<file path="src/rtl/mask_bit_deposit_pkg.sv">
// Shared definitions for the mask bit deposit (scatter) unit.
// Holds the FSM state encoding and the compile-time helpers that turn the
// constant mask into a free-position table.
package mask_bit_deposit_pkg;

  // Widest CONST_MSK the helper functions can inspect.
  localparam int MAX_WIDTH = 256;

  typedef enum logic {
    COLLECT = 1'b0,
    FULL    = 1'b1
  } state_t;

  // Number of zero (free) bits in the low 'width' bits of msk.
  function automatic int count_free(input logic [MAX_WIDTH-1:0] msk,
                                    input int width);
    int n;
    n = 0;
    for (int i = 0; i < width; i++) begin
      if (!msk[i]) n++;
    end
    return n;
  endfunction

  // Bit position of the k-th zero bit of msk, counting upward from bit 0.
  function automatic int free_pos(input logic [MAX_WIDTH-1:0] msk,
                                  input int width,
                                  input int k);
    int seen;
    int pos;
    seen = 0;
    pos  = 0;
    for (int i = 0; i < width; i++) begin
      if (!msk[i]) begin
        if (seen == k) pos = i;
        seen++;
      end
    end
    return pos;
  endfunction

endpackage

</file>
<file path="src/rtl/mask_bit_deposit.sv">
// Mask bit deposit: rebuilds a WIDTH-bit word from a serial LSB-first stream
// of its free bits, filling constant positions from CONST_VAL.
// Optional feature macro: MASK_BIT_DEPOSIT_ORFLAG_EN adds a registered
// out_any flag equal to the OR of the assembled word.
module mask_bit_deposit
  import mask_bit_deposit_pkg::*;
#(
  parameter int               WIDTH     = 8,
  parameter logic [WIDTH-1:0] CONST_MSK = {WIDTH{1'b0}},
  parameter logic [WIDTH-1:0] CONST_VAL = {WIDTH{1'b0}}
) (
  input  logic             clk,
  input  logic             rst,
  input  logic             in_valid,
  output logic             in_ready,
  input  logic             in_bit,
  output logic             out_valid,
  input  logic             out_ready,
  output logic [WIDTH-1:0] out_data
`ifdef MASK_BIT_DEPOSIT_ORFLAG_EN
  ,
  output logic             out_any
`endif
);

  localparam int NFREE = count_free(MAX_WIDTH'(CONST_MSK), WIDTH);
  localparam int CNT_W = (NFREE > 0) ? $clog2(NFREE + 1) : 1;

  // Word seen after reset and after each output handshake: constants in
  // place, free positions cleared.
  localparam logic [WIDTH-1:0] RST_DATA = CONST_VAL & CONST_MSK;

  generate
    if (NFREE == 0) begin : g_const

      logic valid_q;

      // With nothing to collect the word is always ready once reset drops.
      always_ff @(posedge clk) begin
        if (rst) valid_q <= 1'b0;
        else     valid_q <= 1'b1;
      end

      assign in_ready  = 1'b0;
      assign out_valid = valid_q;
      assign out_data  = CONST_VAL;
`ifdef MASK_BIT_DEPOSIT_ORFLAG_EN
      assign out_any   = |RST_DATA;
`endif

    end else begin : g_fsm

      state_t             state_q, state_d;
      logic [CNT_W-1:0]   cnt_q, cnt_d;
      logic [WIDTH-1:0]   data_q, data_d;
      logic [WIDTH-1:0]   wr_sel;
      logic [WIDTH-1:0]   pos_sel [NFREE];

      // One-hot write mask for every stream index, fixed at elaboration.
      for (genvar k = 0; k < NFREE; k++) begin : g_pos
        localparam logic [WIDTH-1:0] SEL =
          WIDTH'(1) << free_pos(MAX_WIDTH'(CONST_MSK), WIDTH, k);
        assign pos_sel[k] = SEL;
      end

      // Decode the counter into the one-hot position the next bit lands in.
      always_comb begin
        wr_sel = '0;
        for (int k = 0; k < NFREE; k++) begin
          if (cnt_q == CNT_W'(k)) wr_sel = pos_sel[k];
        end
      end

      // Next-state, datapath update and handshake outputs.
      always_comb begin
        state_d   = state_q;
        cnt_d     = cnt_q;
        data_d    = data_q;
        in_ready  = 1'b0;
        out_valid = 1'b0;
        case (state_q)
          COLLECT: begin
            in_ready = 1'b1;
            if (in_valid) begin
              data_d = (data_q & ~wr_sel) | ({WIDTH{in_bit}} & wr_sel);
              if (cnt_q == CNT_W'(NFREE - 1)) begin
                cnt_d   = '0;
                state_d = FULL;
              end else begin
                cnt_d = cnt_q + CNT_W'(1);
              end
            end
          end
          FULL: begin
            out_valid = 1'b1;
            if (out_ready) begin
              state_d = COLLECT;
              data_d  = RST_DATA;
            end
          end
          default: begin
            state_d = COLLECT;
          end
        endcase
      end

      // State, counter and word registers; reset wins over any handshake.
      always_ff @(posedge clk) begin
        if (rst) begin
          state_q <= COLLECT;
          cnt_q   <= '0;
          data_q  <= RST_DATA;
        end else begin
          state_q <= state_d;
          cnt_q   <= cnt_d;
          data_q  <= data_d;
        end
      end

      assign out_data = data_q;

`ifdef MASK_BIT_DEPOSIT_ORFLAG_EN
      logic any_q;

      // OR flag tracks the word register; constant ones keep it high.
      always_ff @(posedge clk) begin
        if (rst) any_q <= |RST_DATA;
        else     any_q <= |data_d;
      end

      assign out_any = any_q;
`endif

    end
  endgenerate

endmodule

</file>
<file path="config.mk">
export PLATFORM = sky130hd
export DESIGN_NAME = mask_bit_deposit
export DESIGN_NICKNAME = d
export VERILOG_FILES = /design/src/rtl/mask_bit_deposit_pkg.sv /design/src/rtl/mask_bit_deposit.sv
export SDC_FILE = /design/constraint.sdc
export NUM_CORES = 1
export LEC_CHECK = 0
export BUFFER_PORTS_ARGS = -buffer_cell sky130_fd_sc_hd__buf_2
export CAP_MARGIN = 10
export CORE_AREA = 2 2 39 41
export DETAILED_ROUTE_END_ITERATION = 8
export DIE_AREA = 0 0 41 43
export PLACE_DENSITY = 0.8
export SKIP_CTS_REPAIR_TIMING = 1
export SYNTH_ARGS = -nofsm -noshare
export SYNTH_HDL_FRONTEND = slang
export SYNTH_SLANG_ARGS = --single-unit
export TNS_END_PERCENT = 20
</file>
<file path="constraint.sdc">
create_clock -name clk -period 3 [get_ports clk]
set_input_delay 0 -clock clk [delete_from_list [all_inputs] [get_ports clk]]
set_output_delay 0 -clock clk [all_outputs]
set_load 0.01 [all_outputs]
</file>
==> results.json <==
{
  "status": "finished with violations",
  "violations": "negative hold slack",
  "worstReg2RegStart": "g_fsm.cnt_q[1]$_SDFFE_PP0P_",
  "grt_max_degree": 10,
  "finalNetCount": 92,
  "hold_violations": 2,
  "vias": 516,
  "cts_tree": "done",
  "ys_ff_latch": 13,
  "drc_errors": 0,
  "fin_crit_sh": 0.497,
  "cts.clk_slew.worst_paths_ps": 80,
  "vias_per_cell": 5.27,
  "gp_congestion": 0.821,
  "detailed_place_hpwl_um": 888,
  "worst_pin_slew_ps": 372,
  "synthTopCellsByCount": "dfxtp_1 (13), nand2_1 (10), mux2i_1 (7)",
  "regArea_sq_um": 260,
  "ys_top_cells_by_area": "dfxtp_1 (40%), mux2i_1 (11%), ha_1 (7.7%), nand2_1 (5.8%), nor4b_4 (3.7%)",
  "rsz0062_at_grt": "no",
  "floorplan.initialDensity": 0.470,
  "holdWs_ps": -6.77,
  "finalCriticalPeriod_ps": 1490,
  "synth_fp_nets": 75,
  "diodes": 0,
  "power.density_mw_per_mm2": 448,
  "relSlewSlack": 0.748,
  "fp.dieW_um": 41,
  "drv_cap": 0,
  "critPathLaunch": "g_fsm.cnt_q[1]$_SDFFE_PP0P_",
  "end_kind": "flip-flop",
  "synth_cell_type_count": 26,
  "clkLatencyLatePin_ps": 280,
  "path_class": "flip-flop to flip-flop",
  "arrival_ps": 1660,
  "grt_pass1_wl_um": 2240,
  "synth_top_area_share": 0.400,
  "min_from": "rst",
  "synth_cells": 66,
  "routed_wl_um": 1210,
  "leakage_uw": 0.000354,
  "grt_pass1_vias": 529,
  "cp_data_required_time_ps": 3170,
  "synth-edff-count": 0,
  "ir_drop_mv": 0.248,
  "clockBufferDepth": 2,
  "yosysMostFrequentCell": "dfxtp_1",
  "synthArstFlopShare": 0,
  "hold_path_class": "input port to flip-flop",
  "fin_skew_ps": 1.12,
  "grt.overflow.total": 0,
  "num_rows": 14,
  "dieArea_sq_mm": 0.00176,
  "multi_input_area_sq_um": 364,
  "cts-root-buf": "clkbuf_4",
  "die_h_um": 43,
  "synth_flop_cell": "dfxtp_1",
  "path_max_fanout": 5,
  "cts_buffers": 3,
  "slew_violations": 0,
  "drtIter0Drc": 0,
  "synth_top_area_cell": "dfxtp_1",
  "ios": 15,
  "yosysWarningCount": 0,
  "core-area_sq_mm": 0.00138,
  "synth_area_sq_um": 651,
  "drive_gt1_frac": 0.256,
  "ant_nets": 0,
  "crit_path_start_kind": "flip-flop",
  "clock.fmax_ghz": 0.670,
  "h-tree-depth": 1,
  "area_growth_pct": 15.6,
  "final_util": 0.543,
  "globalRouteTotalUtil": 0.190,
  "finalSetupViolations": 0,
  "antenna_found_initial": 0,
  "syn-mean-instance-area_sq_um": 9.86,
  "drt-pass1-iter-count": 1,
  "ys_seq_area_frac": 0.400,
  "io_buffer_count": 14,
  "nFillCells": 132,
  "cts_sinks": 13,
  "wire_per_inst_um": 12.3,
  "tns_ps": 0
}
==> power by group <==
group / switching (uW) / internal (uW) / total, uW
registers: 5.58 / 178 / 184
clock network: 58.0 / 51.7 / 110
logic: 23.5 / 19.9 / 43.4
total: 87.0 / 250 / 337
==> cell families (layout without fill, tap and decap cells) <==
kind of cell	count (synthesis)	in the layout	synth area share
xor gates and xnor gates	2	2	0.0269
DFF	13	13	0.400
AOI/OAI and AO/OA	7	7	0.0711
and+or+nand+nor	27	27	0.260
buffers and inverters	5	21	0.0404
muxes	8	8	0.125
adders and majority gates	4	4	0.0769
==> flip-flops by register name, summed over array words and instances, names as in the netlist <==
name,count
out_data,8
g_fsm.cnt_q,4
g_fsm.state_q,1
==> path summary, 6_finish.rpt <==
| check | slack, ps | depth (start not counted) | end |
|---|---|---|---|
| worst min register to register | 470 | 2 | out_data[3]$_SDFFE_PP0P_ |
| worst max-delay path | 1510 | 5 | out_data[0]$_SDFFE_PP0P_ |
| worst max register to register | 1510 | 5 | out_data[0]$_SDFFE_PP0P_ |
| worst min-delay path | -7 | 2 | g_fsm.state_q$_SDFF_PP0_ |
==> metrics by stage <==
step	cell area, sq um	setup WS [ps]	std cells	total power (uW)
after floorplan	651	1650	66	219
after detailed placement	726	1530	94	231
after CTS	752	1500	98	339
after global placement	726	1550	94	230
after global routing	752	1320	98	353
final	752	1510	98	337
==> worst max-delay path, cell delays in order (launching register included) <==
cell     delay (ps)
dfxtp_1         410
inv_1            90
ha_1            220
nor4b_1         400
nand2_1         130
mux2i_1         140
==> area by class of cell <==
| class | count | share of cell area |
|---|---|---|
| flip-flops and latches | 13 | 0.346 |
| inverters | 3 | 0.0150 |
| multi-input cells | 48 | 0.484 |
| well taps | 16 | 0.0266 |
| clock buffers | 4 | 0.0349 |
| repair buffers | 14 | 0.0932 |
==> layout by cell type, fill, tap and decap left out, types with 2 or more instances in the layout <==
cell | synthesis | layout
dfxtp_1 | 13 | 13
mux2i_1 | 7 | 7
ha_1 | 4 | 4
nor3b_1 | 2 | 2
buf_2 | 0 | 14
clkbuf_4 | 0 | 3
a21oi_1 | 3 | 3
a22oi_1 | 2 | 2
nand2_1 | 10 | 10
nor2_1 | 3 | 3
nand3_1 | 2 | 2
inv_1 | 3 | 3
nand2b_1 | 2 | 2
==> routing by layer <==
metal | part of all wire | up-vias | global-route usage
met5 | 0 | - | 0
met4 | 0.033 | 0 | 0.140
met3 | 0.037 | 5 | 0.0314
met2 | 0.49 | 10 | 0.281
met1 | 0.44 | 239 | 0.234
li1 | - | 262 | -
Note: power is estimated with default switching activity, not from simulation.
